[config.mk]
export PLATFORM = sky130hd
export DESIGN_NAME = mant_seq_mult_ctrl_flat
export DESIGN_NICKNAME = d
export VERILOG_FILES = /design/src/rtl/fp_mult_pkg.sv /design/src/rtl/mant_seq_mult_ctrl_if.sv /design/src/rtl/mant_seq_mult_ctrl_ripple_adder.sv /design/src/rtl/mant_seq_mult_ctrl.sv /design/src/flat_wrapper.sv
export SDC_FILE = /design/constraint.sdc
export NUM_CORES = 1
export LEC_CHECK = 0
export BUFFER_PORTS_ARGS = -buffer_cell sky130_fd_sc_hd__buf_2
export CAP_MARGIN = 25
export CORE_UTILIZATION = 45
export DETAILED_ROUTE_END_ITERATION = 6
export PLACE_DENSITY_LB_ADDON = 0.12
export SLEW_MARGIN = 5
export SYNTH_ARGS = -nofsm -noshare
export SYNTH_HDL_FRONTEND = slang
export SYNTH_HIERARCHICAL = 1
export SYNTH_SLANG_ARGS = --single-unit
export TNS_END_PERCENT = 1
[constraint.sdc]
create_clock -name clk -period 17.53 [get_ports clk]
set_clock_uncertainty 0.05 [all_clocks]
set_input_delay 3.506 -clock clk [delete_from_list [all_inputs] [get_ports clk]]
set_output_delay 3.506 -clock clk [all_outputs]
set_load 0.02 [all_outputs]
[src/rtl/fp_mult_pkg.sv]
// Shared types and constants for the FP multiplier datapath blocks.
package fp_mult_pkg;

    typedef enum logic [1:0] {
        IDLE = 2'd0,
        RUN  = 2'd1,
        DONE = 2'd2
    } state_t;

    localparam int MANT_W = 24;

endpackage

[src/rtl/mant_seq_mult_ctrl_if.sv]
// Operand/product handshake bundle between unpack, the mantissa multiplier and normalize.
interface mant_seq_mult_ctrl_if
    import fp_mult_pkg::*;
#(
    parameter int WIDTH = MANT_W
);
    logic                 in_valid;
    logic                 in_ready;
    logic [WIDTH-1:0]     a;
    logic [WIDTH-1:0]     b;
    logic                 out_valid;
    logic                 out_ready;
    logic [2*WIDTH-1:0]   product;
    logic                 busy;

    modport master (
        output in_valid, a, b, out_ready,
        input  in_ready, out_valid, product, busy
    );

    modport slave (
        input  in_valid, a, b, out_ready,
        output in_ready, out_valid, product, busy
    );
endinterface

[src/rtl/mant_seq_mult_ctrl_ripple_adder.sv]
// Ripple-carry adder built as a chain of full-adder cells, plus the cell itself.
module full_adder (
    input  logic a,
    input  logic b,
    input  logic cin,
    output logic s,
    output logic cout
);
    assign s    = a ^ b ^ cin;
    assign cout = (a & b) | (cin & (a ^ b));
endmodule

module ripple_adder #(
    parameter int WIDTH = 24
) (
    input  logic [WIDTH-1:0] in0,
    input  logic [WIDTH-1:0] in1,
    input  logic             cin,
    output logic [WIDTH-1:0] out,
    output logic             cout
);
    logic [WIDTH:0] carry;

    assign carry[0] = cin;
    assign cout     = carry[WIDTH];

    for (genvar i = 0; i < WIDTH; i++) begin : g_bit
        full_adder u_fa (
            .a    (in0[i]),
            .b    (in1[i]),
            .cin  (carry[i]),
            .s    (out[i]),
            .cout (carry[i+1])
        );
    end
endmodule

[src/rtl/mant_seq_mult_ctrl.sv]
// Shift-and-add mantissa multiplier: one shared adder iterated WIDTH times per product.
//
// state | meaning
// IDLE  | ready for operands, product register holds last value
// RUN   | one add/shift iteration per cycle, WIDTH cycles total
// DONE  | product presented until downstream accepts
module mant_seq_mult_ctrl
    import fp_mult_pkg::*;
#(
    parameter int WIDTH = MANT_W
) (
    input  logic              clk,
    input  logic              rst,
    mant_seq_mult_ctrl_if.slave bus
);
    localparam int CW = (WIDTH > 1) ? $clog2(WIDTH) : 1;
    localparam logic [CW-1:0] LAST = CW'(WIDTH - 1);

    state_t               state;
    state_t               state_nxt;
    logic [WIDTH-1:0]     mcand;
    logic [2*WIDTH-1:0]   preg;
    logic [CW-1:0]        cnt;
    logic [WIDTH-1:0]     add_in1;
    logic [WIDTH-1:0]     add_sum;
    logic                 add_cout;
    logic                 in_ready;
    logic                 out_valid;
    logic                 busy;

    assign add_in1 = preg[0] ? mcand : '0;

    ripple_adder #(.WIDTH(WIDTH)) u_adder (
        .in0  (preg[2*WIDTH-1:WIDTH]),
        .in1  (add_in1),
        .cin  (1'b0),
        .out  (add_sum),
        .cout (add_cout)
    );

    always_ff @(posedge clk) begin
        if (rst) begin
            state <= IDLE;
            mcand <= '0;
            preg  <= '0;
            cnt   <= '0;
        end else begin
            state <= state_nxt;
            case (state)
                IDLE: begin
                    if (bus.in_valid) begin
                        mcand <= bus.a;
                        preg  <= {{WIDTH{1'b0}}, bus.b};
                        cnt   <= '0;
                    end
                end
                RUN: begin
                    // carry out of the adder becomes the new MSB as the pair shifts right
                    preg <= {add_cout, add_sum, preg[WIDTH-1:1]};
                    cnt  <= cnt + 1'b1;
                end
                default: ;
            endcase
        end
    end

    always_comb begin
        state_nxt = state;
        in_ready  = 1'b0;
        out_valid = 1'b0;
        busy      = 1'b0;
        case (state)
            IDLE: begin
                in_ready = 1'b1;
                if (bus.in_valid) state_nxt = RUN;
            end
            RUN: begin
                busy = 1'b1;
                if (cnt == LAST) state_nxt = DONE;
            end
            DONE: begin
                busy      = 1'b1;
                out_valid = 1'b1;
                if (bus.out_ready) state_nxt = IDLE;
            end
            default: state_nxt = IDLE;
        endcase
    end

    assign bus.in_ready  = in_ready;
    assign bus.out_valid = out_valid;
    assign bus.busy      = busy;
    assign bus.product   = preg;

endmodule

[src/flat_wrapper.sv]
// flat-port wrapper written by rule: the top's interface ports become plain ports
module mant_seq_mult_ctrl_flat import fp_mult_pkg::*;
#(
    parameter int WIDTH = MANT_W
)
  (clk, rst, bus_in_valid, bus_a, bus_b, bus_out_ready, bus_in_ready, bus_out_valid, bus_product, bus_busy);
  mant_seq_mult_ctrl_if #(.WIDTH(WIDTH)) bus_i ();
  input  logic clk;
  input  logic rst;
  input wire logic [$bits(bus_i.in_valid)-1:0] bus_in_valid;
  input wire logic [$bits(bus_i.a)-1:0] bus_a;
  input wire logic [$bits(bus_i.b)-1:0] bus_b;
  input wire logic [$bits(bus_i.out_ready)-1:0] bus_out_ready;
  output wire logic [$bits(bus_i.in_ready)-1:0] bus_in_ready;
  output wire logic [$bits(bus_i.out_valid)-1:0] bus_out_valid;
  output wire logic [$bits(bus_i.product)-1:0] bus_product;
  output wire logic [$bits(bus_i.busy)-1:0] bus_busy;
  assign bus_i.in_valid = bus_in_valid;
  assign bus_i.a = bus_a;
  assign bus_i.b = bus_b;
  assign bus_i.out_ready = bus_out_ready;
  assign bus_in_ready = bus_i.in_ready;
  assign bus_out_valid = bus_i.out_valid;
  assign bus_product = bus_i.product;
  assign bus_busy = bus_i.busy;
  mant_seq_mult_ctrl #(.WIDTH(WIDTH)) u_core (.clk(clk), .rst(rst), .bus(bus_i));
endmodule
* Word level (Yosys, flattened, before mapping) *
Index checks and enable logic that the tools add are counted.

storage, ports and cells
  register bits = 79
  output and inout bits = 51
  word-level logic and storage cells = 146

cells by class
  add/sub/neg operators = 1
  eq/ne operators = 6
  multiplexer cells = 12
  bitwise logic cells = 117
  reduce and logical (&&, ||, !) cells = 6

operators by type and width
  operator                                                                 number
  48-bit case mux with 2 select lines                                      1
  48-bit two-way mux                                                       1
  1-bit bitwise AND                                                        47
  1-bit bitwise XOR                                                        47
  24-bit two-way mux                                                       1
  1-bit bitwise OR                                                         23
  5-bit case mux with 2 select lines                                       1
  2-bit two-way mux                                                        3
  2-bit case mux with 3 select lines                                       1
  5-bit by 1-bit adder with 5-bit output, second input constant            1
  5-bit == test, second input constant                                     1
  5-bit two-way mux                                                        1
  2-bit inequality test, second input constant                             2
  2-bit AND reduction                                                      2
  1-bit two-way mux                                                        3
  3-bit AND reduction                                                      1
  2-bit by 1-bit == test with 1-bit output, second input constant          1
  2-bit == test, second input constant                                     1
  2-bit zero test                                                          1
  2-bit by 1-bit inequality test with 1-bit output, second input constant  1
  2-bit nonzero test                                                       1
  2-bit OR reduction                                                       1

* Longest topological paths before layout *
  word-level depth = 49
  mapped depth = 28

* Hierarchy *
The synthesis kept the hierarchy.

modules (own cells, without submodules)
  module              times used  cells an instance  area an instance (um2)
  mant_seq_mult_ctrl  1           367                3388.2
  full_adder          24          1                  20.0

* Worst setup path before layout *
Ideal clock, no wire load.

  path kind = register to register
  start point = register u_core.preg[0], in the netlist u_core/bus.product[0]
  end point = register u_core.preg[46], in the netlist u_core/bus.product[46]
  data arrival time = 10.139 ns
  data required time = 17.352 ns
  path slack = 7.214 ns
  stages on the path, launching flop included = 29
  buffers on the path = 1
  period minus slack after synthesis = 10.316 ns
  path through = dfxtp_1 clkbuf_1 and2_1 fa_1 fa_1 fa_1 fa_1 fa_1 fa_1 fa_1 fa_1 fa_1 fa_1 fa_1 fa_1 fa_1 fa_1 fa_1 fa_1 fa_1 fa_1 fa_1 fa_1 fa_1 fa_1 fa_1 fa_1 a32oi_1 nor2_1

on the way
  word-level cells in the longest chain between the ends = 48

ends and longest elaborated chain
  item                                 RTL line                               RTL
  start: declaration                   mant_seq_mult_ctrl.sv:22               logic [2*WIDTH-1:0] preg;
  start signal: assignment             mant_seq_mult_ctrl.sv:53               preg <= {{WIDTH{1'b0}}, bus.b};
  start signal: assignment             mant_seq_mult_ctrl.sv:59               preg <= {add_cout, add_sum, preg[WIDTH-1:1]};
  24-bit two-way mux                   mant_seq_mult_ctrl.sv:31               assign add_in1 = preg[0] ? mcand : '0;
  named net u_core.add_in1[0]          mant_seq_mult_ctrl.sv:24               logic [WIDTH-1:0] add_in1;
  1-bit bitwise AND                    mant_seq_mult_ctrl_ripple_adder.sv:10  assign cout = (a & b) | (cin & (a ^ b));
  named net u_core.u_adder.carry[1]    mant_seq_mult_ctrl_ripple_adder.sv:22  logic [WIDTH:0] carry;
  1-bit bitwise AND                    mant_seq_mult_ctrl_ripple_adder.sv:10
  1-bit bitwise OR                     mant_seq_mult_ctrl_ripple_adder.sv:10
  named net u_core.u_adder.carry[2]    mant_seq_mult_ctrl_ripple_adder.sv:22
  1-bit bitwise AND                    mant_seq_mult_ctrl_ripple_adder.sv:10
  [... 1 more ...]                     --
  named net u_core.u_adder.carry[3]    mant_seq_mult_ctrl_ripple_adder.sv:22
  [... 2 more ...]                     --
  named net u_core.u_adder.carry[4]    mant_seq_mult_ctrl_ripple_adder.sv:22
  [... 2 more ...]                     --
  named net u_core.u_adder.carry[5]    mant_seq_mult_ctrl_ripple_adder.sv:22
  [... 2 more ...]                     --
  named net u_core.u_adder.carry[6]    mant_seq_mult_ctrl_ripple_adder.sv:22
  [... 2 more ...]                     --
  named net u_core.u_adder.carry[7]    mant_seq_mult_ctrl_ripple_adder.sv:22
  [... 2 more ...]                     --
  named net u_core.u_adder.carry[8]    mant_seq_mult_ctrl_ripple_adder.sv:22
  [... 2 more ...]                     --
  named net u_core.u_adder.carry[9]    mant_seq_mult_ctrl_ripple_adder.sv:22
  [... 2 more ...]                     --
  named net u_core.u_adder.carry[10]   mant_seq_mult_ctrl_ripple_adder.sv:22
  [... 2 more ...]                     --
  named net u_core.u_adder.carry[11]   mant_seq_mult_ctrl_ripple_adder.sv:22
  [... 2 more ...]                     --
  named net u_core.u_adder.carry[12]   mant_seq_mult_ctrl_ripple_adder.sv:22
  [... 2 more ...]                     --
  named net u_core.u_adder.carry[13]   mant_seq_mult_ctrl_ripple_adder.sv:22
  [... 2 more ...]                     --
  named net u_core.u_adder.carry[14]   mant_seq_mult_ctrl_ripple_adder.sv:22
  [... 2 more ...]                     --
  named net u_core.u_adder.carry[15]   mant_seq_mult_ctrl_ripple_adder.sv:22
  [... 2 more ...]                     --
  named net u_core.u_adder.carry[16]   mant_seq_mult_ctrl_ripple_adder.sv:22
  [... 2 more ...]                     --
  named net u_core.u_adder.carry[17]   mant_seq_mult_ctrl_ripple_adder.sv:22
  [... 2 more ...]                     --
  named net u_core.u_adder.carry[18]   mant_seq_mult_ctrl_ripple_adder.sv:22
  [... 2 more ...]                     --
  named net u_core.u_adder.carry[19]   mant_seq_mult_ctrl_ripple_adder.sv:22
  [... 2 more ...]                     --
  named net u_core.u_adder.carry[20]   mant_seq_mult_ctrl_ripple_adder.sv:22
  [... 2 more ...]                     --
  named net u_core.u_adder.carry[21]   mant_seq_mult_ctrl_ripple_adder.sv:22
  [... 1 more ...]                     --
  1-bit bitwise OR                     mant_seq_mult_ctrl_ripple_adder.sv:10
  named net u_core.u_adder.carry[22]   mant_seq_mult_ctrl_ripple_adder.sv:22
  1-bit bitwise AND                    mant_seq_mult_ctrl_ripple_adder.sv:10
  1-bit bitwise OR                     mant_seq_mult_ctrl_ripple_adder.sv:10
  named net u_core.u_adder.carry[23]   mant_seq_mult_ctrl_ripple_adder.sv:22
  1-bit bitwise XOR                    mant_seq_mult_ctrl_ripple_adder.sv:9   assign s = a ^ b ^ cin;
  named net u_core.add_sum[23]         mant_seq_mult_ctrl.sv:25               logic [WIDTH-1:0] add_sum;
  48-bit case mux with 2 select lines  mant_seq_mult_ctrl.sv:49               case (state)

The timed path passes the listed nets, and every way through them passes these cells.
A chain may end at the register's enable or synchronous reset.

* Worst setup path in the final report *
Ends and elaborated chain as after synthesis.

==> impl_table.tex <==
\begin{tabular}{lr}
\hline
Metric & Value \\
\hline
\multicolumn{2}{l}{\textbf{Placed design}} \\
\quad \# port buffers & 102 \\
\quad Routability congestion estimate & 0.847 \\
\quad Post-Place Cells & 569 \\
\quad Post-DP HPWL & 5.39 mm \\
\multicolumn{2}{l}{\textbf{Critical path}} \\
\quad Endpoint type of the worst setup path & register \\
\quad CP max stage delay & 0.52 ns \\
\quad Cell with the most instances on the worst path & sky130\_fd\_sc\_hd\_\_fa\_1 \\
\quad CP max FO & 26 \\
\quad Critical-path top delay cell & sky130\_fd\_sc\_hd\_\_dfxtp\_1 \\
\quad Crit path arrival time & 10.97 ns \\
\quad Source of the worst register-to-register timing path & u\_core/bus.product[0] \\
\quad Worst Path Class, Setup & register to register \\
\quad Worst setup path start & u\_core/bus.product[0] \\
\quad Crit start category & register \\
\quad Req. time, crit path & 17.68 ns \\
\multicolumn{2}{l}{\textbf{Layout}} \\
\quad Final cell count without fillers & between 500 and 600 \\
\quad Ratio of cells with drive above 1 in the final layout & 0.300 \\
\quad Area growth from synthesis to layout & 18.0\% \\
\quad Final net count & around 560 \\
\quad Leading cell types in the layout, fill and taps excluded & sky130\_fd\_sc\_hd\_\_buf\_2 (102), sky130\_fd\_sc\_hd\_\_dfxtp\_1 (79), sky130\_fd\_sc\_hd\_\_nand2\_1 (50), sky130\_fd\_sc\_hd\_\_nor2\_1 (49), sky130\_fd\_sc\_hd\_\_a21oi\_1 (28) \\
\quad Footprint of the flip-flops and latches & 1580 sq um \\
\quad Fillcell total & 800 \\
\quad Number of diodes & 0 \\
\quad Area of combinational cells with multiple inputs & 2110 sq um \\
\quad Most common library cell in the layout ignoring fill and taps & sky130\_fd\_sc\_hd\_\_buf\_2 \\
\multicolumn{2}{l}{\textbf{Routing}} \\
\quad DRC violation count after routing & 0 \\
\quad DRT antenna net count & 0 \\
\quad Iteration-0 DRC Markers & 136 \\
\quad Post-DR wirelength/cell & 14.2 um \\
\quad Via-per-instance ratio & 5.12 \\
\quad Total Routed Length & 8.31 mm \\
\quad DRT Pass-1 Iters & 4 \\
\quad Number of vias after detailed routing & about 3000 \\
\multicolumn{2}{l}{\textbf{Logic synthesis}} \\
\quad Net count of the mapped netlist & 471 \\
\quad Count of mapped cells out of synthesis & 391 \\
\quad Post-synthesis average cell area & 9.89 sq um \\
\quad Share of async-settable or async-resettable flops after synthesis & 0 \\
\quad Count of unique library cells instantiated by Yosys & 30 \\
\quad Number of synthesized flops with an enable pin & 0 \\
\quad Sequential-to-total area share from yosys stat & 0.409 \\
\quad Netlist area before placement & 3870 sq um \\
\quad Total of flip-flops plus latches after synthesis & 79 \\
\quad Number of warning messages in the yosys log & 6 \\
\quad Top flip-flop cell by instance count after synthesis & sky130\_fd\_sc\_hd\_\_dfxtp\_1 \\
\multicolumn{2}{l}{\textbf{Power and ir drop}} \\
\quad Pwr/cell area & 115 nW/um\^{}2 \\
\quad Leakage & 2.02 nW \\
\quad Overall Power & $\sim$520 uW \\
\quad Combinational share of power & 0.322 \\
\quad Share of total power consumed by net switching & 0.369 \\
\quad Part of the power in registers & 0.419 \\
\quad Maximum vdd drop & 0.0715 mV \\
\quad Clock network fraction of design power & 0.259 \\
\quad Internal power & 331 uW \\
\quad Net Switching & about 190 uW \\
\multicolumn{2}{l}{\textbf{STA}} \\
\quad Worst hold margin & 0.402 ns \\
\quad Pins Over Slew Limit & 0 \\
\quad Slew Limit Headroom & 0.314 \\
\quad TNS Setup & 0 ns \\
\quad Worst slew pin tran & between 1 and 1.5 ns \\
\quad Final critical path time including I/O delays and setup & 10.81 ns \\
\quad Final number of setup-violating endpoints & 0 \\
\quad Portion of the clock cycle consumed by the worst path in the final layout & 0.617 \\
\quad Maximum clock frequency & a little over 90 MHz \\
\quad Count of endpoints failing hold in the final timing report & 0 \\
\quad RSZ-0062 raised after global routing & no \\
\multicolumn{2}{l}{\textbf{Floorplan}} \\
\quad Die footprint & 8970 sq um \\
\quad Die Ht & roughly 95 um \\
\quad Floorplan die width & about 95 um \\
\quad Floorplan Core Area & 8260 sq um \\
\quad Initial Util & 0.468 \\
\quad Count of standard-cell rows & 33 \\
\quad Top-level port count & 103 \\
\multicolumn{2}{l}{\textbf{Global routing}} \\
\quad Number of global-route vias before repair & 2769 \\
\quad Global routing usage summed across all routing layers & 0.196 \\
\quad Number of antenna violations at the first check in global routing & 0 \\
\quad Global-route wire length before repair & roughly 14 mm \\
\quad Maximum number of pins on one net before global-route repair & 79 \\
\quad Grt ovf & 0 \\
\multicolumn{2}{l}{\textbf{Clocking}} \\
\quad Clock transition at path regs & about 0.080 ns \\
\quad Number of buffers added by the clock tree synthesis step & 9 \\
\quad CTS tree & yes \\
\quad CTS H-Tree Depth & 3 \\
\quad Root Buffer Master & sky130\_fd\_sc\_hd\_\_clkbuf\_8 \\
\quad Clock buffer depth & 2 \\
\quad Worst-skew pair later-pin latency & 0.35 ns \\
\quad \# clock sinks & 79 \\
\quad \# Post-CTS Setup Buffers & 0 \\
\quad Post-cts repair resize count & 0 \\
\quad Post-CTS Hold Fix Bufs & 0 \\
\multicolumn{2}{l}{\textbf{Hold path}} \\
\quad Start point of the worst hold path & u\_core/mcand[21] \\
\quad Hold WC Path Type & register to register \\
\multicolumn{2}{l}{\textbf{Outcome}} \\
\quad Run status & completed \\
\multicolumn{2}{l}{\textbf{Run}} \\
\quad Number of max-cap violations & 0 \\
\hline
\end{tabular}
-- final timing paths --
| kind | end | slack, ns | cells after the start |
|---|---|---|---|
| setup / recovery | u_core/bus.product[46] | 6.72 | 27 |
| hold / removal | u_core/mcand[21] | 0.40 | 2 |
| setup reg to reg | u_core/bus.product[46] | 6.72 | 27 |
| hold reg to reg | u_core/mcand[21] | 0.40 | 2 |
-- Yosys cell counts, types with 2 or more instances --
library cell	instances	share of area
sky130_fd_sc_hd__fa_1	24	0.12
sky130_fd_sc_hd__nand2b_1	3	0.0049
sky130_fd_sc_hd__buf_2	12	0.016
sky130_fd_sc_hd__nor2_1	49	0.048
sky130_fd_sc_hd__or3_1	3	0.0049
sky130_fd_sc_hd__ha_1	4	0.013
sky130_fd_sc_hd__a32oi_1	25	0.057
sky130_fd_sc_hd__nand3_1	2	0.0026
sky130_fd_sc_hd__a211oi_1	5	0.0097
sky130_fd_sc_hd__nor2b_1	2	0.0032
sky130_fd_sc_hd__a21oi_1	28	0.036
sky130_fd_sc_hd__o21ai_1	2	0.0026
sky130_fd_sc_hd__buf_4	2	0.0039
sky130_fd_sc_hd__buf_6	4	0.012
sky130_fd_sc_hd__inv_1	3	0.0029
sky130_fd_sc_hd__a211oi_2	20	0.065
sky130_fd_sc_hd__clkbuf_1	14	0.014
sky130_fd_sc_hd__dfxtp_1	79	0.41
sky130_fd_sc_hd__mux2i_1	26	0.067
sky130_fd_sc_hd__nand2_1	50	0.049
sky130_fd_sc_hd__and2_1	25	0.040
-- metal layers --
layer / routed length [um] / track usage / part of all wire / up-vias
met2: 3840 / 0.316 / 0.46 / 70
met5: 0 / 0 / 0 / -
met1: 3890 / 0.255 / 0.47 / 1403
li1: - / - / - / 1514
met4: 88 / 0.0530 / 0.011 / 0
met3: 488 / 0.0604 / 0.059 / 7
-- power by group through the flow --
stage / clock network (mW) / registers, mW / logic, mW
after detailed placement: 0 / 0.224 / 0.170
after floorplan: 0 / 0.237 / 0.121
after global placement: 0 / 0.223 / 0.168
final: 0.136 / 0.220 / 0.169
after CTS: 0.140 / 0.220 / 0.171
after global routing: 0.146 / 0.224 / 0.185
-- cell families (layout without fill, tap and decap cells) --
kind of cell,count (synthesis),in the layout,share of synthesized area
adders and majority gates,28,28,0.137
DFF,79,79,0.409
other,1,1,0.000969
buffers and inverters,35,124,0.0475
AOI/OAI and AO/OA,83,83,0.175
muxes,27,27,0.0712
and+or+nand+nor,138,138,0.159
-- critical path, delay by kind of cell (launching register included) --
family | cells | cell delay, ns
adder cells (fa/ha/maj) | 24 | 9.56
flip-flops | 1 | 0.52
AND/OR/NAND/NOR | 2 | 0.33
AO/OA/AOI/OAI | 1 | 0.20
-- metrics by stage --
stage	util	cell area, sq um	setup WS [ns]
after floorplan	-	3870	7.21
after global placement	0.529	4370	6.90
after global routing	0.553	4560	6.30
final	0.553	4560	6.72
after detailed placement	0.529	4370	6.85
after CTS	0.553	4560	6.79
-- layout make-up --
type | instances | area share
clock buffers | 10 | 0.0302
repair buffers | 105 | 0.117
clock inverters | 6 | 0.0132
inverters | 3 | 0.00247
flip-flops and latches | 79 | 0.346
well taps | 105 | 0.0288
multi-input cells | 277 | 0.462
-- registers in the layout, summed over array words and instances (netlist names) --
| name | count |
|---|---|
| u_core/bus.product | 48 |
| u_core/mcand | 24 |
| u_core/cnt | 5 |
| u_core/state | 2 |
Power figures use the tool's default switching activity.
